### config.mk
export PLATFORM = sky130hd
export DESIGN_NAME = mem_wb_stage
export DESIGN_NICKNAME = d
export VERILOG_FILES = /design/src/rtl/mem_wb_pkg.sv /design/src/rtl/mem_wb_stage_wb_reg.sv /design/src/rtl/mem_wb_stage.sv
export SDC_FILE = /design/constraint.sdc
export NUM_CORES = 1
export LEC_CHECK = 0
export BUFFER_PORTS_ARGS = -buffer_cell sky130_fd_sc_hd__buf_2
export CAP_MARGIN = 20
export CORE_MARGIN = 5
export CORE_UTILIZATION = 48
export CTS_CLUSTER_DIAMETER = 200
export CTS_CLUSTER_SIZE = 14
export DETAILED_ROUTE_END_ITERATION = 8
export GPL_ROUTABILITY_DRIVEN = 0
export PLACE_DENSITY_LB_ADDON = 0.2
export RECOVER_POWER = 25
export SLEW_MARGIN = 20
export SYNTH_ARGS = -nofsm -noshare
export SYNTH_HDL_FRONTEND = slang
export SYNTH_HIERARCHICAL = 1
export SYNTH_SLANG_ARGS = --single-unit
### constraint.sdc
create_clock -name clk -period 2.5 [get_ports clk]
set_clock_uncertainty 0.15 [all_clocks]
set_input_delay 0.25 -clock clk [delete_from_list [all_inputs] [get_ports clk]]
set_output_delay 0.25 -clock clk [all_outputs]
set_load 0.05 [all_outputs]
### src/rtl/mem_wb_pkg.sv
// Shared types and constants for the memory-access / writeback stage.
package mem_wb_pkg;

    typedef enum logic [0:0] {
        IDLE   = 1'b0,
        ACCESS = 1'b1
    } state_t;

    localparam state_t RST_STATE = IDLE;
    localparam logic   RST_BIT   = 1'b0;

    // Counter must hold 0 .. MAX_WAIT-1 with headroom.
    function automatic int unsigned wait_cnt_w(input int unsigned max_wait);
        return $clog2(max_wait) + 1;
    endfunction

endpackage

### src/rtl/mem_wb_stage_wb_reg.sv
// Writeback output register: loads a result or a bubble every cycle.
module wb_reg
    import mem_wb_pkg::*;
#(
    parameter int DATA_W = 32,
    parameter int REG_AW = 4
) (
    input  logic              clk,
    input  logic              rst,
    input  logic              i_load,
    input  logic              i_wb_en,
    input  logic [REG_AW-1:0] i_dest,
    input  logic [DATA_W-1:0] i_data,
    output logic              o_wb_en,
    output logic [REG_AW-1:0] o_dest,
    output logic [DATA_W-1:0] o_result
);

    logic              r_wb_en;
    logic [REG_AW-1:0] r_dest;
    logic [DATA_W-1:0] r_result;

    // Load a new result when asked, otherwise insert a bubble (dest/result held).
    always_ff @(posedge clk or negedge rst) begin
        if (!rst) begin
            r_wb_en  <= RST_BIT;
            r_dest   <= '0;
            r_result <= '0;
        end else if (i_load) begin
            r_wb_en  <= i_wb_en;
            r_dest   <= i_dest;
            r_result <= i_data;
        end else begin
            r_wb_en  <= 1'b0;
        end
    end

    assign o_wb_en  = r_wb_en;
    assign o_dest   = r_dest;
    assign o_result = r_result;

endmodule

### src/rtl/mem_wb_stage.sv
// Memory-access and writeback stage: ALU results pass straight to the WB
// register, loads/stores go through a req/ack port and freeze upstream.
module mem_wb_stage
    import mem_wb_pkg::*;
#(
    parameter int DATA_W   = 32,
    parameter int REG_AW   = 4,
    parameter int MAX_WAIT = 15
) (
    input  logic              clk,
    input  logic              rst,
    input  logic              ex_valid,
    input  logic              ex_wb_en,
    input  logic              ex_mem_r_en,
    input  logic              ex_mem_w_en,
    input  logic [REG_AW-1:0] ex_dest,
    input  logic [DATA_W-1:0] ex_alu_res,
    input  logic [DATA_W-1:0] ex_st_val,
    output logic              mem_req,
    output logic              mem_we,
    output logic [DATA_W-1:0] mem_addr,
    output logic [DATA_W-1:0] mem_wdata,
    input  logic              mem_ack,
    input  logic [DATA_W-1:0] mem_rdata,
    output logic              freeze,
    output logic [REG_AW-1:0] dest_wb,
    output logic [DATA_W-1:0] result_wb,
    output logic              writeback_en,
    output logic              mem_err
);

    localparam int CNT_W = wait_cnt_w(MAX_WAIT);

    state_t            r_state;
    state_t            w_next;
    logic              r_we;
    logic [DATA_W-1:0] r_addr;
    logic [DATA_W-1:0] r_wdata;
    logic [REG_AW-1:0] r_dest;
    logic              r_wb_en;
    logic [CNT_W-1:0]  r_cnt;
    logic              r_err;

    logic              w_latch;
    logic              w_abort;
    logic              w_count;
    logic              w_load;
    logic              w_ld_wb_en;
    logic [REG_AW-1:0] w_ld_dest;
    logic [DATA_W-1:0] w_ld_data;

    // Next-state and WB-register load selection.
    always_comb begin
        w_next     = r_state;
        w_latch    = 1'b0;
        w_abort    = 1'b0;
        w_count    = 1'b0;
        w_load     = 1'b0;
        w_ld_wb_en = 1'b0;
        w_ld_dest  = r_dest;
        w_ld_data  = mem_rdata;
        case (r_state)
            IDLE: begin
                if (ex_valid) begin
                    if (ex_mem_r_en || ex_mem_w_en) begin
                        w_latch = 1'b1;
                        w_next  = ACCESS;
                    end else begin
                        w_load     = 1'b1;
                        w_ld_wb_en = ex_wb_en;
                        w_ld_dest  = ex_dest;
                        w_ld_data  = ex_alu_res;
                    end
                end
            end
            ACCESS: begin
                if (mem_ack) begin
                    // Stores complete with a bubble; loads write back the read data.
                    w_load     = !r_we;
                    w_ld_wb_en = r_wb_en;
                    w_next     = IDLE;
                end else if (r_cnt == CNT_W'(MAX_WAIT - 1)) begin
                    w_abort = 1'b1;
                    w_next  = IDLE;
                end else begin
                    w_count = 1'b1;
                end
            end
            default: w_next = IDLE;
        endcase
    end

    // State register, access latches, wait counter and sticky error.
    always_ff @(posedge clk or negedge rst) begin
        if (!rst) begin
            r_state <= RST_STATE;
            r_we    <= RST_BIT;
            r_addr  <= '0;
            r_wdata <= '0;
            r_dest  <= '0;
            r_wb_en <= RST_BIT;
            r_cnt   <= '0;
            r_err   <= RST_BIT;
        end else begin
            r_state <= w_next;
            if (w_latch) begin
                // Read wins when both enables are set.
                r_we    <= ex_mem_w_en & ~ex_mem_r_en;
                r_addr  <= {ex_alu_res[DATA_W-1:2], 2'b00};
                r_wdata <= ex_st_val;
                r_dest  <= ex_dest;
                r_wb_en <= ex_wb_en;
                r_cnt   <= '0;
            end else if (w_count) begin
                r_cnt   <= r_cnt + CNT_W'(1);
            end
            if (w_abort) begin
                r_err <= 1'b1;
            end
        end
    end

    wb_reg #(
        .DATA_W (DATA_W),
        .REG_AW (REG_AW)
    ) u_wb_reg (
        .clk      (clk),
        .rst      (rst),
        .i_load   (w_load),
        .i_wb_en  (w_ld_wb_en),
        .i_dest   (w_ld_dest),
        .i_data   (w_ld_data),
        .o_wb_en  (writeback_en),
        .o_dest   (dest_wb),
        .o_result (result_wb)
    );

    // Freeze covers the whole access, including the completing cycle.
    assign mem_req   = (r_state == ACCESS);
    assign freeze    = (r_state == ACCESS);
    assign mem_we    = (r_state == ACCESS) & r_we;
    assign mem_addr  = r_addr;
    assign mem_wdata = r_wdata;
    assign mem_err   = r_err;

endmodule

After elaboration in Yosys (flattened, before gate mapping)
Cells that the tools add are included.

storage, ports and cells
  register bits after elaboration = 112
  output and inout port bits = 105
  bits of input ports = 107

cells by class
  bitwise gates (word level) = 4
  multiplexer cells = 27
  add/sub/neg operators = 1
  eq/ne operators = 1
  reduce and logical (&&, ||, !) cells = 3

operators with widths
  kind                                                                    number
  32-bit two-way mux                                                      3
  1-bit two-way mux                                                       16
  4-bit two-way mux                                                       3
  5-bit two-way mux                                                       2
  1-bit case mux with 2 select lines                                      3
  5-bit by 1-bit adder with 5-bit output (second input constant)          1
  5-bit by 4-bit equality test with 1-bit output (second input constant)  1
  1-bit bitwise AND                                                       2
  1-bit inverter                                                          2
  2-bit nonzero test                                                      1
  1-bit logical NOT                                                       1
  1-bit logical OR                                                        1

Depth between registers and ports, before layout
Gate-level depths: netlist of the first run.

  word-level depth = 6
  depth in mapped cells = 8
  gate-level depth less buffers = 5

Modules after synthesis
Netlist of the first run, hierarchy kept.

by module, submodules not included
  module        cells an instance  times used  area an instance (um^2)  sequential area each (um^2)
  mem_wb_stage  229                1           3590.9                   1876.8
  wb_reg        78                 1           1517.7                   925.9

Worst setup path after synthesis of the first run
No wires, ideal clock.

  path type = register to register
  start point = register r_state, in the netlist freeze
  end point = register u_wb_reg.r_result[10], in the netlist u_wb_reg/o_result[10]
  cell stages (with the launch flop) = 9
  setup slack = 0.165 ns
  required time = 2.225 ns
  path buffers = 4
  arrival = 2.060 ns
  cell sequence = dfrtp_1 nand2b_4 nor3_2 buf_6 buf_6 o21bai_1 buf_6 buf_12 mux2_4

on the way
  longest elaborated chain between the ends = 2

RTL lines
  what                                  line                       text
  start: declaration                    mem_wb_stage.sv:34         state_t r_state;
  start signal: assignment              mem_wb_stage.sv:105        r_state <= w_next;
  1-bit inverter                        n/a
  1-bit case mux with 2 select lines *  mem_wb_stage.sv:62         case (r_state)
  net w_load                            mem_wb_stage.sv:47         logic w_load;
  end signal: assignment                mem_wb_stage_wb_reg.sv:32  r_result <= i_data;
  end: declaration                      mem_wb_stage_wb_reg.sv:21  logic [DATA_W-1:0] r_result;

The timed path passes the listed nets; every way through them passes the cells marked *.
A chain may end at the register's enable or synchronous reset.

Final worst setup path of the first run
  start point = input ex_mem_r_en
  end point = register u_wb_reg.r_result[0], in the netlist u_wb_reg/o_result[0]

on the way
  longest elaborated chain between the ends = 4

RTL lines
  what                line                text
  start: declaration  mem_wb_stage.sv:14  input logic ex_mem_r_en,
  1-bit logical OR    mem_wb_stage.sv:65  if (ex_mem_r_en || ex_mem_w_en) begin
  32-bit two-way mux  mem_wb_stage.sv:65
  32-bit two-way mux  mem_wb_stage.sv:64  if (ex_valid) begin
  32-bit two-way mux  mem_wb_stage.sv:62
  net w_ld_data[0]    mem_wb_stage.sv:50  logic [DATA_W-1:0] w_ld_data;

The timed path passes the listed nets, and every way through them passes these cells.

==> results.cfg, run 1 <==
[outcome]
status = finished clean

[critical_path]
crit_required_ns = 2.60
setup.worst_path.class = in2reg
crit_path_end_kind = flip-flop
regToRegSetupSlack_ns = 0.40
critPathMaxFanout = 24
critical_path_arrival_ns = 2.21
worstSetupStartpointType = primary input

[pwr]
switching_power_w = 0.003245
p_leak_nw = 3.579
internal_power_w = 0.004028
pwr-share-comb_pct = 48.5
cellPowerDensity_nw_per_um2 = 1019
clockPowerShare_pct = 15.2
p_sw_share_pct = 44.62
peakVddDrop_v = 0.0006842
power_frac_seq_pct = 36.2

[routing]
drt_iter0_markers = 147
routedWlPerCell_um = 16.77
wl_um = 12200
drtAntennaViolNets = 0
num_vias = 3517
drc = 0
via_per_inst = 4.838
drt_first_pass_iters = 4

[die]
die_w_um = 113.2
core_sq_um = 10370
rows = 37
die_h_um = 113.2
io_pins = 212
die_area_sq_um = 12810
start_util_pct = 49.26

[cells_and_area]
antennaDiodeCount = 0
nFillCells = 744
drive_above_1_share_pct = 63.45
post-route-util_pct = 68.81
final_nets = 696
area_growth_pct = 39.68
instances_no_fill = 727

[sta]
setup_ws_ns = 0.3863
min_period_ns = 2.114
slew_violations = 0
hold_ws_ns = 0.04072
worstMarginPinSlew_ns = 0.9526
setup_viol = 0
hold_viol_final = 0
slew_headroom_pct = 36.49
rsz0062_at_grt = false
fin_setup_tns_ns = 0
finalCritPeriodShare_pct = 84.55
max_freq_mhz = 473.1

[synthesis]
syn_avg_cell_area_sq_um = 16.64
yosysWarnings = 6
synth.top_cell.area_share_pct = 54.86
ys_types = 30
synth_top_area_cell = dfrtp_1
synthTopCellsByArea = dfrtp_1 55%, mux2_4 22%, mux2_2 14%, buf_6 1.8%, buf_12 1.2%
synth_area_sq_um = 5109
synth.yosys.seq_area_share_pct = 54.86
ys_ff_latch = 112
syn_inst = 307

[clock_network]
cts-buffers-inserted = 9
insertion_delay_ns = 0.36
clkTransAtPathRegs_ns = 0.10
cts_tree = yes
htreeDepth = 3
cts_sinks = 112
clock-root-buffer = clkbuf_8
clockBufferDepth = 2
cts_resized = 0

[run]
drv_cap = 0

[global_routing]
antenna_found_initial = 0
grt.overflow.total = 0
grt_use_total_pct = 19.24
grt_pass1_vias = 3880
grt_max_degree = 52
grt_pass1_wl_um = 19720

[place]
place_ws_ns = 0.3919
numPortBuffers = 209
place_hpwl_um = 8404
post-place-cells = 643

[worst_hold_path]
hp-class = in2reg
-- cell usage after synthesis --
library cell  count
nand2_1           3
dfrtp_1         112
nor2_1            2
nand2b_4          1
mux2i_1           3
buf_6             8
buf_2             4
or2_2             1
and3_1            1
nand4_1           1
nor2b_1           1
nor3_2            1
and2_1            2
nand4b_1          1
a32o_1            1
nor2b_2           1
a21oi_1           4
o21bai_1          2
buf_12            3
mux2_2           63
nand2b_1          1
buf_4             3
o21ai_0           3
mux2_4           76
conb_1            1
and4_1            2
inv_1             1
ha_1              2
nor3_1            2
o21ai_2           1
-- logic make-up after synthesis --
kind of cell,share of synthesized area [%]
flops,54.86
buf+inv,3.845
mux,36.81
fa+ha+maj,0.4898
other cells,0.07340
compound gates,1.347
simple gates,2.572
-- power groups by stage --
| stage | Sequential [W] | Clock [W] | Combinational [W] |
|---|---|---|---|
| 6_report | 0.00264 | 0.00111 | 0.00353 |
| 5_1_grt | 0.00271 | 0.00122 | 0.00367 |
| 4_1_cts | 0.00263 | 0.00115 | 0.00356 |
| 3_5_place_dp | 0.00266 | 0 | 0.00347 |
| 3_3_place_gp | 0.00264 | 0 | 0.00343 |
| 2_1_floorplan | 0.00436 | 0 | 0.000939 |
-- critical path, stage by stage --
cell and delay, ns:
dlygate4sd3_1 0.54, buf_2 0.17, nor3_4 0.22, buf_4 0.38, mux2_2 0.38, mux2_2 0.26
-- cell usage in the layout, fill, tap and decap left out, types with 2 or more instances in the layout --
| cell | n |
|---|---|
| dlygate4sd3_1 | 69 |
| mux2_2 | 63 |
| clkbuf_8 | 12 |
| nor2_1 | 2 |
| o21ai_0 | 3 |
| buf_12 | 2 |
| nand2_1 | 3 |
| nor3_1 | 2 |
| conb_1 | 2 |
| ha_1 | 2 |
| buf_4 | 4 |
| nor2b_1 | 2 |
| and2_1 | 2 |
| mux2i_1 | 3 |
| dfrtp_1 | 112 |
| buf_2 | 208 |
| a21oi_1 | 4 |
| mux2_4 | 76 |
| and4_1 | 2 |
| clkinv_2 | 2 |
-- worst paths after layout --
check,cells past startpoint,start,endpoint
worst max-delay path,6,ex_mem_r_en,u_wb_reg/o_result[0]
worst max register to register,5,freeze,u_wb_reg/o_result[0]
max in group asynchronous,3,rst,mem_wdata[0]
worst min-delay path,3,mem_ack,mem_err
min in group asynchronous,2,rst,mem_addr[8]
worst min register to register,1,mem_err,mem_err
-- state kept, by name, indices dropped and copies added (netlist names) --
register,cells
freeze,1
mem_addr,30
mem_err,1
mem_wdata,32
r_cnt,5
r_dest,4
r_wb_en,1
r_we,1
u_wb_reg/o_dest,4
u_wb_reg/o_result,32
u_wb_reg/o_wb_en,1
-- timing repair --
item,4_1_cts,5_1_grt
buffers inserted,0,0
endpoints found under the hold margin,103,0
hold buffers,69,0
-- final cells by class --
class	instances	area (sq um)	share of cell area, %
repair buffers	286	1818	25.48
inverters	1	3.754	0.05260
flip-flops and latches	112	2803	39.28
well taps	136	170.2	2.385
multi-input cells	177	2136	29.93
clock buffers	12	165.2	2.315
clock inverters	3	40.04	0.5611
-- layer usage --
layer	up-vias	routed length (um)	share of wire, %	GRT usage, %
met3	5	1088	8.9	5.829
met4	0	76	0.62	4.808
met1	1713	5174	42	24.04
met2	152	5855	48	32.70
li1	1647	-	-	-
met5	-	0	0	0
-- per-stage QoR --
step,power (W),cell area [sq um]
finish,0.007273,7136
global placement,0.006073,6261
floorplan,0.005302,5112
CTS,0.007343,7157
detailed placement,0.006132,6261
global route,0.007606,7136
Note: power is estimated with default switching activity, not from simulation.
==> run 2: changes to the inputs <==
Clock period 2.5 ns to 2.13 ns, I/O delays scaled along.
==> run 2 against run 1 <==
Compared with the run above:
- critical path depth down 1
- utilization grew 0.91 points
- first-iteration DRC count is 16% lower
- global-route usage rose by 0.23 points
- critical endpoint is now u_wb_reg/o_dest[1]
- worst hold slack better by 0.0082 ns
- clock power increased by 19%
- via count grew 0.71%
- register-to-register slack lost 0.29 ns
- final area increased by 1.3%
- highest routed layer unchanged
- flip-flop and latch count is the same
- largest power group unchanged
- largest cell class unchanged
==> results.cfg, run 2 (synthesis results as in run 1) <==
[cells_and_area]
nFillCells = 741
instances_no_fill = 733
post-route-util_pct = 69.72
drive_above_1_share_pct = 63.82
final_common_cell = buf_2
layout_common_cells = 208 x buf_2, 111 x dfrtp_1, 76 x mux2_4
final_nets = 701
antennaDiodeCount = 0
area_growth_pct = 41.51

[sta]
worstMarginPinSlew_ns = 0.7892
slew_headroom_pct = 47.39
setup_viol = 0
rsz0062_at_grt = false
hold_viol_final = 0
finalCritPeriodShare_pct = 94.89
fin_setup_tns_ns = 0
setup_ws_ns = 0.1089
max_freq_mhz = 494.8
min_period_ns = 2.021
slew_violations = 0

[place]
numPortBuffers = 209
place_hpwl_um = 8851
place_ws_ns = 0.1109
post-place-cells = 647

[global_routing]
grt_pass1_vias = 4024
grt_use_total_pct = 19.46
grt_pass1_wl_um = 20090
grtUsageMet1_pct = 24.19
antenna_found_initial = 0
grt_max_degree = 57
grt_use_met2_pct = 33.57
grt.overflow.total = 0
grt_use_met3_pct = 4.973
top_usage_layer = met2

[critical_path]
cp-startpoint = freeze
critical_path_arrival_ns = 2.13
crit_required_ns = 2.23
cp_top_family = multiplexers
critPathMaxFanout = 13
slowest_delay_ns = 0.46
r2r_cells = 5
r2r_start = freeze
crit_path_end_kind = flip-flop
cp_slowest_cell = dfrtp_2
critPathBufInv = 1
worstSetupStartpointType = flip-flop
setup.worst_path.class = reg2reg
cp.depth = 5
crit_chain = nand2b_4 -> nor3_4 -> buf_4 -> mux2_2 -> mux2_2
path_common_cell = mux2_2

[routing]
drtAntennaViolNets = 0
drt_iter0_markers = 124
drt_first_pass_iters = 4
num_vias = 3542
drc = 0
wl_um = 12480
via_per_inst = 4.832
routedWlPerCell_um = 17.03

[pwr]
internal_power_w = 0.004693
switching_power_w = 0.003911
peakVddDrop_v = 0.0006107
cellPowerDensity_nw_per_um2 = 1190
power_frac_seq_pct = 35.9
p_leak_nw = 3.615
finalPower_w = 0.008605
pwr-share-comb_pct = 48.8
clockPowerShare_pct = 15.3
p_sw_share_pct = 45.46

[worst_hold_path]
hold_depth = 3
hp-class = in2reg
holdCritStartpoint = mem_rdata[20]

[clock_network]
clockBufferDepth = 2
cts_sinks = 112
htreeDepth = 3
clock-root-buffer = clkbuf_8
cts_setup_buffers = 0
insertion_delay_ns = 0.36
cts_tree = yes
cts-buffers-inserted = 9
clkTransAtPathRegs_ns = 0.11

[die]
start_util_pct = 49.26
io_pins = 212
rows = 37
core_sq_um = 10370
die_w_um = 113.2
die_h_um = 113.2
die_area_sq_um = 12810

[run]
drv_cap = 0

[outcome]
status = finished clean
-- run 2: final cells by class --
cell class                      instances  area, sq um  share of cell area [%]
Clock inverter                          7        86.33                   1.194
Timing Repair Buffer                  291         1906                   26.36
Clock buffer                            9        123.9                   1.713
Tap cell                              136        170.2                   2.354
Multi-Input combinational cell        177         2136                   29.54
Inverter                                1        3.754                 0.05192
Sequential cell                       112         2804                   38.79
-- run 2: stage by stage --
stage	hold WS (ns)	instance area (sq um)
after floorplan	-0.2326	5124
after global placement	0.03937	6342
after detailed placement	0.03673	6342
after CTS	0.02438	7253
after global routing	0.02993	7229
final	0.04897	7229
-- run 2: path summary, 6_finish.rpt --
| check | end | slack [ns] |
|---|---|---|
| max | u_wb_reg/o_dest[1] | 0.11 |
| min | u_wb_reg/o_result[20] | 0.05 |
| max reg2reg | u_wb_reg/o_dest[1] | 0.11 |
| min reg2reg | mem_err | 0.33 |
| max in group asynchronous | mem_wdata[16] | 0.35 |
| min in group asynchronous | mem_addr[11] | 0.32 |
-- run 2: tightest hold or removal path: cells and delay by family --
| kind | cells | cell delay, ns |
|---|---|---|
| mux | 2 | 0.25 |
| buf+inv | 1 | 0.08 |
-- run 2: power by group through the flow --
stage	clock, W	sequential (W)	combinational, W
global placement	0	0.00310	0.00407
global route	0.00144	0.00318	0.00437
floorplan	0	0.00512	0.00110
finish	0.00132	0.00309	0.00420
CTS	0.00136	0.00309	0.00423
detailed placement	0	0.00312	0.00412
-- run 2: what timing repair did --
action                                 4_1_cts  5_1_grt
resized for setup                            0        0
endpoints found under the hold margin       97        0
hold buffers                                70        0
-- run 2: routing by layer --
layer  vias up  share of wire, %
li1       1658                 -
met1      1729                42
met2       140                49
met3        15               7.6
met4         0               1.4
met5         -                 0
